## config.mk

```make
export PLATFORM = sky130hd
export DESIGN_NAME = char_overlay_ctrl
export DESIGN_NICKNAME = d
export VERILOG_FILES = /design/src/rtl/char_disp_pkg.sv /design/src/rtl/text_dbuf.sv /design/src/rtl/char_overlay_ctrl.sv
export SDC_FILE = /design/constraint.sdc
export NUM_CORES = 1
export LEC_CHECK = 0
export CORE_MARGIN = 1
export CORE_UTILIZATION = 35
export CTS_BUF_LIST = sky130_fd_sc_hd__clkbuf_2
export CTS_CLUSTER_SIZE = 16
export DETAILED_ROUTE_END_ITERATION = 8
export PLACE_DENSITY_LB_ADDON = 0.08
export SLEW_MARGIN = 20
export SYNTH_ARGS = -nofsm -noshare
export SYNTH_HDL_FRONTEND = slang
export SYNTH_HIERARCHICAL = 1
export SYNTH_SLANG_ARGS = --single-unit
export TNS_END_PERCENT = 10
```

## constraint.sdc

```tcl
create_clock -name clk -period 6.8 [get_ports clk]
set_input_delay 1.7 -clock clk [delete_from_list [all_inputs] [get_ports clk]]
set_output_delay 1.7 -clock clk [all_outputs]
set_load 0.05 [all_outputs]
```

## src/rtl/char_disp_pkg.sv

```systemverilog
// char_disp_pkg: glyph geometry, code widths and commit FSM encoding shared by
// the overlay controller, its text buffer and the disp_char glyph ROM.
//   CHAR_W      glyph cell width/height in pixels
//   NUM_GLYPHS  number of codes the ROM can draw (0..NUM_GLYPHS-1)
//   BLANK_CODE  stored code meaning "no glyph"
package char_disp_pkg;
    localparam int CHAR_W     = 32;
    localparam int NUM_GLYPHS = 17;
    localparam int SEL_W      = 5;
    localparam int ROW_W      = 6;
    localparam int COL_W      = 6;
    localparam logic [SEL_W-1:0] BLANK_CODE = 5'd31;

    typedef logic [0:0] commit_state_t;
    localparam commit_state_t ST_IDLE    = 1'b0;
    localparam commit_state_t ST_PENDING = 1'b1;

    // Codes at or above NUM_GLYPHS have no ROM entry and never light a pixel.
    function automatic logic glyph_ok(input logic [SEL_W-1:0] code);
        return code < SEL_W'(NUM_GLYPHS);
    endfunction
endpackage

```

## src/rtl/text_dbuf.sv

```systemverilog
// text_dbuf: double-buffered character line with commit FSM.
// Ports:
//   clk, rst        clock, synchronous active-high reset
//   wr_en/addr/data shadow-buffer write port, accepted when wr_ready
//   wr_ready        low while a commit is pending (shadow frozen)
//   commit          request shadow->active copy at the next frame_start
//   frame_start     vertical-blanking pulse; the only time active changes
//   commit_pending  copy requested but not yet performed
//   rd_addr/rd_data combinational read of the active buffer
module text_dbuf #(
    parameter int NUM_CHARS = 16,
    parameter logic [char_disp_pkg::SEL_W-1:0] BLANK_CODE = char_disp_pkg::BLANK_CODE,
    localparam int AW = $clog2(NUM_CHARS)
) (
    input  logic                            clk,
    input  logic                            rst,
    input  logic                            wr_en,
    input  logic [4:0]                      wr_addr,
    input  logic [char_disp_pkg::SEL_W-1:0] wr_data,
    output logic                            wr_ready,
    input  logic                            commit,
    input  logic                            frame_start,
    output logic                            commit_pending,
    input  logic [AW-1:0]                   rd_addr,
    output logic [char_disp_pkg::SEL_W-1:0] rd_data
);
    import char_disp_pkg::*;

    logic [SEL_W-1:0] shadow     [NUM_CHARS];
    logic [SEL_W-1:0] shadow_nxt [NUM_CHARS];
    logic [SEL_W-1:0] active     [NUM_CHARS];
    commit_state_t    state;
    logic             wr_hit;
    logic             copy;

    assign wr_ready       = (state == ST_IDLE);
    assign commit_pending = (state == ST_PENDING);
    // Six-bit compare so NUM_CHARS=32 still accepts every address.
    assign wr_hit = wr_en & wr_ready & ({1'b0, wr_addr} < 6'(NUM_CHARS));
    // A commit arriving with frame_start copies immediately, never pending.
    assign copy   = frame_start & (commit_pending | commit);
    assign rd_data = active[rd_addr];

    // The copy takes shadow_nxt so a same-cycle write is included in it.
    always_comb begin
        for (int i = 0; i < NUM_CHARS; i++)
            shadow_nxt[i] = (wr_hit && wr_addr[AW-1:0] == AW'(i)) ? wr_data : shadow[i];
    end

    always_ff @(posedge clk) begin
        if (rst) begin
            state <= ST_IDLE;
            for (int i = 0; i < NUM_CHARS; i++) begin
                shadow[i] <= BLANK_CODE;
                active[i] <= BLANK_CODE;
            end
        end else begin
            state  <= copy ? ST_IDLE : (commit ? ST_PENDING : state);
            shadow <= shadow_nxt;
            if (copy) active <= shadow_nxt;
        end
    end
endmodule

```

## src/rtl/char_overlay_ctrl.sv

```systemverilog
// char_overlay_ctrl: sequences the disp_char glyph ROM to overlay one line of
// NUM_CHARS characters on the VGA raster at (ORIGIN_X, ORIGIN_Y).
// Ports:
//   clk, rst                 clock, synchronous active-high reset
//   pix_valid, pix_x, pix_y  pixel coordinate stream from VGA timing
//   frame_start              vertical-blanking pulse, applies pending commit
//   wr_en/addr/data, wr_ready  shadow text write port
//   commit, commit_pending   shadow->active copy request and status
//   char_sel/row/col         glyph lookup to disp_char
//   glyph_bit                disp_char output, DISP_LAT cycles after lookup
//   ovl_valid, ovl_bit       aligned pixel valid and text-colour flag
// Latency from pix_* to ovl_* is 2+DISP_LAT cycles, one pixel per cycle.
module char_overlay_ctrl #(
    parameter int NUM_CHARS = 16,
    parameter int ORIGIN_X  = 64,
    parameter int ORIGIN_Y  = 200,
    parameter int DISP_LAT  = 1,
    parameter logic [char_disp_pkg::SEL_W-1:0] BLANK_CODE = char_disp_pkg::BLANK_CODE
) (
    input  logic                            clk,
    input  logic                            rst,
    input  logic                            pix_valid,
    input  logic [9:0]                      pix_x,
    input  logic [9:0]                      pix_y,
    input  logic                            frame_start,
    input  logic                            wr_en,
    input  logic [4:0]                      wr_addr,
    input  logic [char_disp_pkg::SEL_W-1:0] wr_data,
    output logic                            wr_ready,
    input  logic                            commit,
    output logic                            commit_pending,
    output logic [char_disp_pkg::SEL_W-1:0] char_sel,
    output logic [char_disp_pkg::ROW_W-1:0] char_row,
    output logic [char_disp_pkg::COL_W-1:0] char_col,
    input  logic                            glyph_bit,
    output logic                            ovl_valid,
    output logic                            ovl_bit
);
    import char_disp_pkg::*;

    localparam int AW = $clog2(NUM_CHARS);

    logic [10:0]      dx;
    logic [10:0]      dy;
    logic             in_box;
    logic [AW-1:0]    idx;
    logic [SEL_W-1:0] code;
    // Index 0 is the S1 stage; higher indices wait for the ROM latency.
    logic [DISP_LAT:0] v_dl;
    logic [DISP_LAT:0] d_dl;

    // Origin checks first so below-origin pixels cannot wrap into the box.
    assign dx     = {1'b0, pix_x} - 11'(ORIGIN_X);
    assign dy     = {1'b0, pix_y} - 11'(ORIGIN_Y);
    assign in_box = (pix_x >= 10'(ORIGIN_X)) && (pix_y >= 10'(ORIGIN_Y)) &&
                    (dx < 11'(NUM_CHARS * CHAR_W)) && (dy < 11'(CHAR_W));
    assign idx    = dx[5 +: AW];

    text_dbuf #(
        .NUM_CHARS  (NUM_CHARS),
        .BLANK_CODE (BLANK_CODE)
    ) u_dbuf (
        .clk            (clk),
        .rst            (rst),
        .wr_en          (wr_en),
        .wr_addr        (wr_addr),
        .wr_data        (wr_data),
        .wr_ready       (wr_ready),
        .commit         (commit),
        .frame_start    (frame_start),
        .commit_pending (commit_pending),
        .rd_addr        (idx),
        .rd_data        (code)
    );

    always_ff @(posedge clk) begin
        if (rst) begin
            char_sel  <= BLANK_CODE;
            char_row  <= '0;
            char_col  <= '0;
            v_dl      <= '0;
            d_dl      <= '0;
            ovl_valid <= 1'b0;
            ovl_bit   <= 1'b0;
        end else begin
            char_sel <= in_box ? code : BLANK_CODE;
            char_row <= in_box ? {1'b0, dy[4:0]} : '0;
            char_col <= in_box ? {1'b0, dx[4:0]} : '0;
            v_dl[0]  <= pix_valid;
            d_dl[0]  <= pix_valid & in_box & glyph_ok(code);
            for (int i = 1; i <= DISP_LAT; i++) begin
                v_dl[i] <= v_dl[i-1];
                d_dl[i] <= d_dl[i-1];
            end
            ovl_valid <= v_dl[DISP_LAT];
            ovl_bit   <= d_dl[DISP_LAT] & glyph_bit;
        end
    end
endmodule

```

# == Yosys cells after proc, flatten, opt, wreduce, memory -nomap -nowiden ==
# Index checks and enable logic that the tools add are counted.
# word_totals
regBits,184
in_bits,37
out_inout_bits,21
word_cells,117
# classes
addsub,2
n_lt_le_gt_ge,7
eq_ne,15
n_mux,19
bitwise_logic,10
n_reduce_logical,22
# op_table
op,n
2-to-1 mux 5 bit,18
"== test 4 bit, second input constant",8
binary-select mux 5 bit (select 4 bit),1
logical AND 1 bit,19
"== test 4 x 3 -> 1 bit, second input constant",4
"less-than comparator 11 x 10 -> 1 bit, second input constant",1
"less-than comparator 11 x 6 -> 1 bit, second input constant",1
"subtractor 10 x 7 -> 11 bit, second input constant",1
"subtractor 10 x 8 -> 11 bit, second input constant",1
"greater-or-equal comparator 10 x 7 -> 1 bit, second input constant",1
"greater-or-equal comparator 10 x 8 -> 1 bit, second input constant",1
"less-than comparator 5 bit, second input constant",2
"== test 4 x 2 -> 1 bit, second input constant",2
bitwise AND 1 bit,6
"greater-or-equal comparator 5 bit, second input constant",1
NOT 4 -> 5 bit,1
"== test 4 x 1 -> 1 bit, second input constant",1
logical NOT 4 bit,1
OR reduction 2 bit,2
NOT 1 bit,2
OR 1 bit,1

# == Logic depth before layout (Yosys ltp) ==
# Gate-level depths: netlist of run 1.
# depth
depth_word,7
depth_mapped,10
depth_no_buf,9

# == Cells and area by module ==
# Netlist of run 1, hierarchy kept.
# by_module_without_submodules
mod,n_inst,cells_per_inst,area_each_um2,seq_area_each_um2
text_dbuf,1,717,6896.6,3223.1
char_overlay_ctrl,1,88,900.9,420.4

# == Worst setup path after synthesis of run 1 ==
# Ideal clock, no wire load.
# synth_timing
path_kind,in2reg
from,in pix_x[6]
to,reg d_dl[0]
setup_time_ps,89
arrival_ps,3328
t_required_ps,6711
slack_ps,3383
cell_stages,8
n_path_buf,1
path_cell_list,inv_1 -> buf_2 -> mux4_2 -> a22oi_1 -> nand3_1 -> o41ai_1 -> nand2_1 -> nor4_2
# synth_between
elab_chain_cells,7
elab_cells_between_ends,13
classes_between,add/sub (1); order compare (3); mux (3); bitwise (3); reduce/logical (3)
# synth_lines
item,line,source
"start, declared",char_overlay_ctrl.sv:23,"input logic [9:0] pix_x,"
subtractor 10 x 7 -> 11 bit,char_overlay_ctrl.sv:53,"assign dx = {1'b0, pix_x} - 11'(ORIGIN_X);"
NOT 4 -> 5 bit (not written as such),text_dbuf.sv:42,assign rd_data = active[rd_addr];
binary-select mux 5 bit (select 4 bit),text_dbuf.sv:42,
2-to-1 mux 5 bit (not written as such) (2 in series),text_dbuf.sv:42,
named net code[3],char_overlay_ctrl.sv:47,logic [SEL_W-1:0] code;
less-than comparator 5 bit,char_disp_pkg.sv:20,return code < SEL_W'(NUM_GLYPHS);
bitwise AND 1 bit,char_overlay_ctrl.sv:90,d_dl[0] <= pix_valid & in_box & glyph_ok(code);
"end signal, assigned",char_overlay_ctrl.sv:90,
"end signal, assigned by index",char_overlay_ctrl.sv:93,d_dl[i] <= d_dl[i-1];
"end, declared",char_overlay_ctrl.sv:50,logic [DISP_LAT:0] d_dl;
# The timed path passes the listed nets, and every way through them passes these cells. The select of a mux whose other input is x is not followed.
# A chain may end at the register's enable or synchronous reset.

# == Worst setup path in the final report of run 1 ==
# layout_timing
from,reg u_dbuf.state (netlist: u_dbuf/commit_pending)
to,out commit_pending
# layout_rtl
item,line,source
"start, declared",text_dbuf.sv:32,commit_state_t state;
"start signal, assigned",text_dbuf.sv:58,state <= copy ? ST_IDLE : (commit ? ST_PENDING : state);
"end, declared",char_overlay_ctrl.sv:31,"output logic commit_pending,"
# No word-level cell between the ends.

==> metrics.txt, run 1 <==
outcome=finished clean; core area=21820 um2; Post-Synthesis Cells=~810; # DRC=0; kind of critical path=reg -> out; Reg power frac=0.552; clock buffer depth=2; Post-synth EDFFs=0; critical path capture point type=output pin; Max transition margin=0.2495; Critical Path Source Type=register; synthesized flop and latch total=182; Sw Ratio=0.2765; CTS Buf Count=17; Slowest cell on crit path=dfxtp_1; Max Cap Viol=0; grt total ovfl=0; clock slew at reported path FFs=0.28 ns; WL per Instance=around 22 um; Slew @ Worst Pin=1.122 ns; WP data arrival=2.73 ns; post-layout min period=between 4 and 5 ns; power per cell area=227.5 nW/um2; Final Instance Count excl. Fillers=1093; layout cell share with drive strength beyond 1=0.1404; Sequential cell area=roughly 3600 um2; Placed Cells=1060; # IOs=58; Net Switching=0.5457 mW; via count=around 6600; Initial DRC Count=590; Hold-fix buffers, CTS=0; Clk pwr share=0.344; Pre-antenna DRT Iters=6; die area=between 20000 and 25000 um2; Worst VDD drop=0.08141 mV; largest fanout on the critical path=21; FP Rows=54; CTS tree=done; final setup fails=0; post-place setup slack=1.736 ns; Clock Latency Late Sink=0.78 ns; die width=151.3 um; Cell Area, Synth=7797 um2; Post-synth top flop=dfxtp_1; initial core utilization=0.3573; Root Driver=clkbuf_2; most common cell after layout, fill and taps aside=dfxtp_1; Total GRT Usage=0.2180; H-Tree Depth=4; area of the multi-input gates=~3700 um2; Worst Hold Class=reg -> reg; reg2reg setup slack=4.01 ns; Max Freq=225.7 MHz; die height=151.3 um; Int Pwr=1.428 mW; Area growth, synth to finish=11.25%; WL final=23930 um; dpl hpwl=14300 um; Comb pwr share=0.104; Yosys cell types=48; Setup TNS=0 ns; clk_skew=0.03988 ns; post-CTS sizing=0; delay-heaviest family, CP=flip-flops; commonest non-fill, non-tap cells in the layout=dfxtp_1 (182), nor3_1 (81), nand3b_1 (81), a31oi_1 (80), nand3_1 (65); DRT antenna net count=0; Async SR Flop Fraction=0; initial antenna violation count=1; fin crit share=0.6514; RSZ-0062 raised after global routing=no; first-pass GRT wire length=37140 um; largest net degree at the start of global routing=slightly above 80; count of final hold-check violations=0; vias in the first global route=approximately 6200; post-layout worst setup margin=2.370 ns; Warnings, synthesis=6; Via density=about 6; final max-slew violation count=0; RD Place Congestion=0.7705; CP Buf/Inv Count=1; Leakage=2.644 nW; Fillers=2163; Mean Syn Cell Area=9.686 um2; Final nets=838; CP required=5.10 ns; Post-CTS Setup Inserts=0; IO Port Bufs=55; worst stage delay on the critical path=0.99 ns; sequential share of the synthesized area=0.4673; Clock Sinks=182; Min Hold Slack=0.4366 ns; CP Cell Sequence=clkdlybuf4s50_1
## cells by family (layout without fill, tap and decap cells)
group | after synthesis | in the layout | synth area share
flip-flops | 182 | 182 | 0.4673
XOR/XNOR | 1 | 1 | 0.001123
AO/OA/AOI/OAI | 173 | 173 | 0.1444
buffers and inverters | 96 | 102 | 0.05584
other | 1 | 3 | 0.0004809
adder cells (fa/ha/maj) | 2 | 2 | 0.003209
multiplexers | 20 | 20 | 0.05777
AND/OR/NAND/NOR | 330 | 330 | 0.2699
## cells in the mapped netlist (13+ instances only)
cell / number / share of area
a31oi_1: 80 / 0.064
nand3_1: 65 / 0.042
o21ai_1: 16 / 0.010
mux4_2: 20 / 0.058
nor2_1: 13 / 0.0063
buf_2: 13 / 0.0083
nand3b_1: 81 / 0.078
o21ai_0: 34 / 0.022
dfxtp_1: 182 / 0.47
nand4_1: 30 / 0.024
nor3_1: 81 / 0.052
o21ai_2: 30 / 0.034
clkbuf_1: 57 / 0.027
## worst paths after layout
check	start	to	cells after the start
setup / recovery	u_dbuf/commit_pending$_SDFFE_PP0P_	commit_pending	1
hold / removal	d_dl[1]$_SDFF_PP0_	ovl_bit$_SDFF_PP0_	2
setup reg to reg	u_dbuf/commit_pending$_SDFFE_PP0P_	u_dbuf/active[15]$_SDFFE_PP1P_	4
hold reg to reg	d_dl[1]$_SDFF_PP0_	ovl_bit$_SDFF_PP0_	2
## sequential cells by signal (all words and copies together) (netlist names)
| signal | count |
|---|---|
| v_dl | 2 |
| u_dbuf/active | 80 |
| char_sel | 5 |
| ovl_valid | 1 |
| char_col | 5 |
| char_row | 5 |
| u_dbuf/commit_pending | 1 |
| ovl_bit | 1 |
| u_dbuf/shadow | 80 |
| d_dl | 2 |
## metal layers
| layer | up-vias | GRT usage | part of all wire |
|---|---|---|---|
| met5 | - | 0 | 0 |
| met4 | 0 | 0.07350 | 0.021 |
| met3 | 37 | 0.04488 | 0.077 |
| met2 | 275 | 0.3224 | 0.44 |
| met1 | 3232 | 0.3122 | 0.47 |
| li1 | 3039 | - | - |
## power by group through the flow
stage	Sequential [mW]	Clock, mW	Combinational (mW)
after floorplan	1.11	0	0.137
after global placement	1.11	0	0.202
after detailed placement	1.11	0	0.206
after CTS	1.09	0.698	0.206
after global routing	1.09	0.736	0.222
final	1.09	0.679	0.206
## layout make-up
type / instances / area share
Multi-Input combinational cell: 528 / 0.4307
Sequential cell: 182 / 0.4200
Timing Repair Buffer: 64 / 0.07039
Tap cell: 280 / 0.04039
Clock inverter: 15 / 0.02582
Clock buffer: 17 / 0.009808
Inverter: 6 / 0.002596
Antenna cell: 1 / 0.0002885
## through the flow
step           power, mW  instance area (um2)    util
6_report           1.974                 8675  0.3975
5_1_grt            2.049                 8675  0.3975
4_1_cts            1.994                 8677  0.3976
3_5_place_dp       1.313                 8368  0.3834
3_3_place_gp       1.310                 8366  0.3833
2_1_floorplan      1.245                 7801       -
No activity file was read; power rests on OpenSTA's default activity.
==> inputs of run 2 (changes only) <==
Clock period 6.8 ns to 3.8 ns, I/O delays scaled along.
==> run 2 against run 1 <==
Effect of this change: clock power rose by 63%; hold slack got worse by 0.020 ns; via count fell by 0.73%; total power rose by 75%; cell area rose by 1.2%; clock skew fell by 0.0092 ns; largest power group unchanged.
==> metrics.txt, run 2 (synthesis results as in run 1) <==
clk_skew=0.03071 ns; die area=around 23000 um2; power per cell area=392.2 nW/um2; fin util=0.4024; RD Place Congestion=0.7950; core area=21820 um2; delay-heaviest family, CP=buffers and inverters; die width=151.3 um; RR Startpoint=u_dbuf/active[66]$_SDFFE_PP1P_; Clk pwr share=0.323; Int Pwr=2.496 mW; Critical Path Source Type=register; Final nets=between 800 and 900; Initial DRC Count=600; Post-CTS Setup Inserts=0; # IOs=58; vias in the first global route=6161; final max-slew violation count=0; Max transition margin=0.3049; hold worst-path end=ovl_bit$_SDFF_PP0_; Placed Cells=1074; kind of critical path=reg -> out; largest net degree at the start of global routing=81; WL per Instance=21.32 um; Reg power frac=0.565; post-place setup slack=~0.32 ns; Via density=5.909; count of final hold-check violations=0; final setup fails=0; # DRC=0; initial core utilization=0.3573; via count=6535; Slowest cell on crit path=clkdlybuf4s50_1; Worst Hold Class=reg -> reg; worst stage delay on the critical path=0.82 ns; Clock Sinks=182; FP Rows=54; H-Tree Depth=4; post-layout worst setup margin=between 0.8 and 0.9 ns; Area growth, synth to finish=12.63%; largest fanout on the critical path=3; Worst Hold Launch=d_dl[1]$_SDFF_PP0_; Fillers=2137; Pre-antenna DRT Iters=5; post-layout min period=2.920 ns; die height=151.3 um; Leakage=about 2.7 nW; CTS Buf Count=17; RR Endpoint=d_dl[0]$_SDFF_PP0_; IO Port Bufs=55; Clock Latency Late Sink=0.76 ns; WL final=around 24000 um; grt total ovfl=0; R2R depth=6; Sw Ratio=0.2753; Slew @ Worst Pin=1.039 ns; CP required=2.85 ns; Max Freq=342.5 MHz; critical path capture point type=output pin; Max Cap Viol=0; CP Cell Sequence=clkdlybuf4s50_1; dpl hpwl=14240 um; commonest non-fill, non-tap cells in the layout=dfxtp_1 (182), nor3_1 (81), nand3b_1 (81), a31oi_1 (80), nand3_1 (65); post-CTS sizing=0; initial antenna violation count=1; Root Driver=clkbuf_2; Final Instance Count excl. Fillers=about 1100; Net Switching=around 0.95 mW; WP data arrival=1.97 ns; fin crit share=0.7683; clock buffer depth=2; CP Buf/Inv Count=1; Hold-fix buffers, CTS=0; WHS Path Cells=2; reg2reg setup slack=1.82 ns; Worst VDD drop=roughly 0.19 mV; first-pass GRT wire length=36760 um; layout cell share with drive strength beyond 1=0.1491; Comb pwr share=0.112; Largest regs=u_dbuf/active x80, u_dbuf/shadow x80; CTS tree=done; Total GRT Usage=0.2142; clock slew at reported path FFs=0.25 ns; outcome=finished clean; DRT antenna net count=0; RSZ-0062 raised after global routing=no; Setup TNS=0 ns; most common cell after layout, fill and taps aside=dfxtp_1
## run 2: layout make-up
| class | count | area, um2 | area share |
|---|---|---|---|
| Sequential cell | 182 | 3643 | 0.4149 |
| Timing Repair Buffer | 78 | 758.2 | 0.08634 |
| Clock inverter | 13 | 181.4 | 0.02066 |
| Multi-Input combinational cell | 528 | 3734 | 0.4251 |
| Antenna cell | 1 | 2.502 | 0.0002849 |
| Clock buffer | 18 | 90.09 | 0.01026 |
| Inverter | 6 | 22.52 | 0.002564 |
| Tap cell | 280 | 350.3 | 0.03989 |
## run 2: power groups by stage
stage | Combinational (mW) | Sequential (mW) | Clock (mW)
CTS | 0.386 | 1.94 | 1.14
detailed placement | 0.384 | 1.98 | 0
finish | 0.386 | 1.94 | 1.11
floorplan | 0.246 | 1.98 | 0
global route | 0.417 | 1.95 | 1.23
global placement | 0.378 | 1.98 | 0
## run 2: worst max path at each step
stage	from	end	slack (ns)	depth (start not counted)
3_5_place_dp	pix_x[6]	d_dl[0]$_SDFF_PP0_	0.32	9
5_1_grt	u_dbuf/commit_pending$_SDFFE_PP0P_	commit_pending	0.73	1
6_report	u_dbuf/commit_pending$_SDFFE_PP0P_	commit_pending	0.88	1
2_1_floorplan	pix_x[6]	d_dl[0]$_SDFF_PP0_	1.13	8
3_3_place_gp	pix_x[6]	d_dl[0]$_SDFF_PP0_	0.41	9
4_1_cts	u_dbuf/commit_pending$_SDFFE_PP0P_	commit_pending	0.78	1
## run 2: routing by layer
metal / up-vias / part of all wire / GRT usage
met5: - / 0 / 0
met4: 0 / 0.013 / 0.06050
met1: 3230 / 0.49 / 0.3096
met2: 209 / 0.44 / 0.3171
li1: 3074 / - / -
met3: 22 / 0.057 / 0.04608
## run 2: through the flow
step	power, mW	hold slack (ns)	cell area (um2)
after detailed placement	2.364	0.4098	8508
after CTS	3.474	0.4082	8780
after global placement	2.357	0.4108	8508
after global routing	3.594	0.4253	8782
after floorplan	2.228	0.4020	7801
final	3.444	0.4164	8782
==> inputs of run 3 (changes only) <==
Clock period 3.8 ns to 2.35 ns, I/O delays scaled along.
==> run 3 against run 2 <==
Effect of this change: largest power group unchanged; global-route usage grew 0.19 points; first-iteration DRC count is 3.8% lower; combinational power rose by 81%; largest cell class unchanged.
==> metrics.txt, run 3 (synthesis results as in run 1) <==
outcome=finished clean; Setup TNS=0 ns; CTS tree=done; Clock Latency Late Sink=0.75 ns; RR Startpoint=u_dbuf/active[68]$_SDFFE_PP1P_; reg2reg setup slack=0.37 ns; WHS Path Cells=2; fin crit share=0.9553; Clock Sinks=182; final max-slew violation count=0; FP Rows=54; layout cell share with drive strength beyond 1=0.1912; # IOs=between 50 and 60; most common cell after layout, fill and taps aside=dfxtp_1; Comb pwr share=0.126; Max transition margin=0.6111; Final nets=889; first-pass GRT wire length=between 30000 and 40000 um; Critical Path Source Type=register; Root Driver=clkbuf_2; Max Cap Viol=0; CP Buf/Inv Count=1; grt total ovfl=0; Clk pwr share=0.307; post-place setup slack=-0.6373 ns; die width=approximately 150 um; Post-CTS Setup Inserts=0; WL final=~24000 um; WP data arrival=~1.7 ns; post-layout worst setup margin=approximately 0.11 ns; Via density=a little under 6; CP required=~1.8 ns; dpl hpwl=15100 um; initial antenna violation count=1; critical path capture point type=output pin; commonest non-fill, non-tap cells in the layout=dfxtp_1 (181), nor3_1 (81), nand3b_1 (81), a31oi_1 (80), nand3_1 (65); Tot Pwr=5.550 mW; die height=151.3 um; post-layout min period=roughly 2.2 ns; clock slew at reported path FFs=0.27 ns; Reg power frac=0.567; post-CTS sizing=18; kind of critical path=reg -> out; Net Switching=1.545 mW; clk_skew=0.03285 ns; largest net degree at the start of global routing=81; initial core utilization=0.3573; largest fanout on the critical path=1; via count=roughly 6700; RSZ-0062 raised after global routing=no; Slowest cell on crit path=dlygate4sd2_1; delay-heaviest family, CP=buffers and inverters; Leakage=2.954 nW; Pre-antenna DRT Iters=6; Largest regs=u_dbuf/active x80, u_dbuf/shadow x80; R2R depth=6; Int Pwr=4.005 mW; critical path launch point=char_sel[3]$_SDFF_PP1_; vias in the first global route=~6300; Initial DRC Count=577; CP Cell Sequence=dlygate4sd2_1; Hold-fix buffers, CTS=0; RD Place Congestion=0.8626; Max Freq=445.4 MHz; Total GRT Usage=0.2160; Slew @ Worst Pin=about 0.58 ns; DRT antenna net count=0; core area=between 20000 and 25000 um2; hold worst-path end=ovl_bit$_SDFF_PP0_; worst stage delay on the critical path=0.53 ns; CTS Buf Count=17; H-Tree Depth=4; die area=22880 um2; RR Endpoint=d_dl[0]$_SDFF_PP0_; final setup fails=0; Worst VDD drop=0.2654 mV; count of final hold-check violations=0; Area growth, synth to finish=17.03%; power per cell area=608.2 nW/um2; IO Port Bufs=55; Worst Hold Class=in -> reg; Worst Hold Launch=rst; WL per Instance=21.03 um; # DRC=0; Sw Ratio=0.2784; clock buffer depth=2; Fillers=2114
-- run 3: layout make-up --
cell class | count | area [um2] | area share
inverters | 6 | 22.52 | 0.002468
clock buffers | 19 | 95.09 | 0.01042
multi-input cells | 528 | 3741 | 0.4100
repair buffers | 115 | 1115 | 0.1222
well taps | 280 | 350.3 | 0.03839
flip-flops and latches | 182 | 3645 | 0.3994
clock inverters | 13 | 153.9 | 0.01687
diodes | 1 | 2.502 | 0.0002742
-- run 3: power groups by stage --
stage | registers (mW) | clock network [mW] | logic [mW]
3_5_place_dp | 3.21 | 0 | 0.692
6_report | 3.15 | 1.70 | 0.699
5_1_grt | 3.16 | 1.87 | 0.749
2_1_floorplan | 3.21 | 0 | 0.397
4_1_cts | 3.15 | 1.75 | 0.694
3_3_place_gp | 3.21 | 0 | 0.683
-- run 3: metrics by stage --
stage | hold slack [ns] | std cells | util | cell area (um2)
2_1_floorplan | 0.4020 | 806 | - | 7801
3_3_place_gp | 0.4081 | 1111 | 0.4069 | 8881
3_5_place_dp | 0.4197 | 1111 | 0.4069 | 8881
4_1_cts | 0.2189 | 1143 | 0.4174 | 9110
5_1_grt | 0.2058 | 1144 | 0.4181 | 9125
6_report | 0.2795 | 1144 | 0.4181 | 9125
-- run 3: routing by layer --
metal | vias up | share of wire | GRT usage
li1 | 3150 | - | -
met1 | 3258 | 0.47 | 0.2935
met2 | 229 | 0.45 | 0.3368
met3 | 32 | 0.066 | 0.05602
met4 | 0 | 0.016 | 0.05900
met5 | - | 0 | 0
-- run 3: worst max-delay path by stage --
stage,cells after the start,end
floorplan,8,d_dl[0]$_SDFF_PP0_
global placement,10,d_dl[0]$_SDFF_PP0_
detailed placement,10,d_dl[0]$_SDFF_PP0_
CTS,1,ovl_bit
global route,1,char_sel[0]
finish,1,char_sel[3]
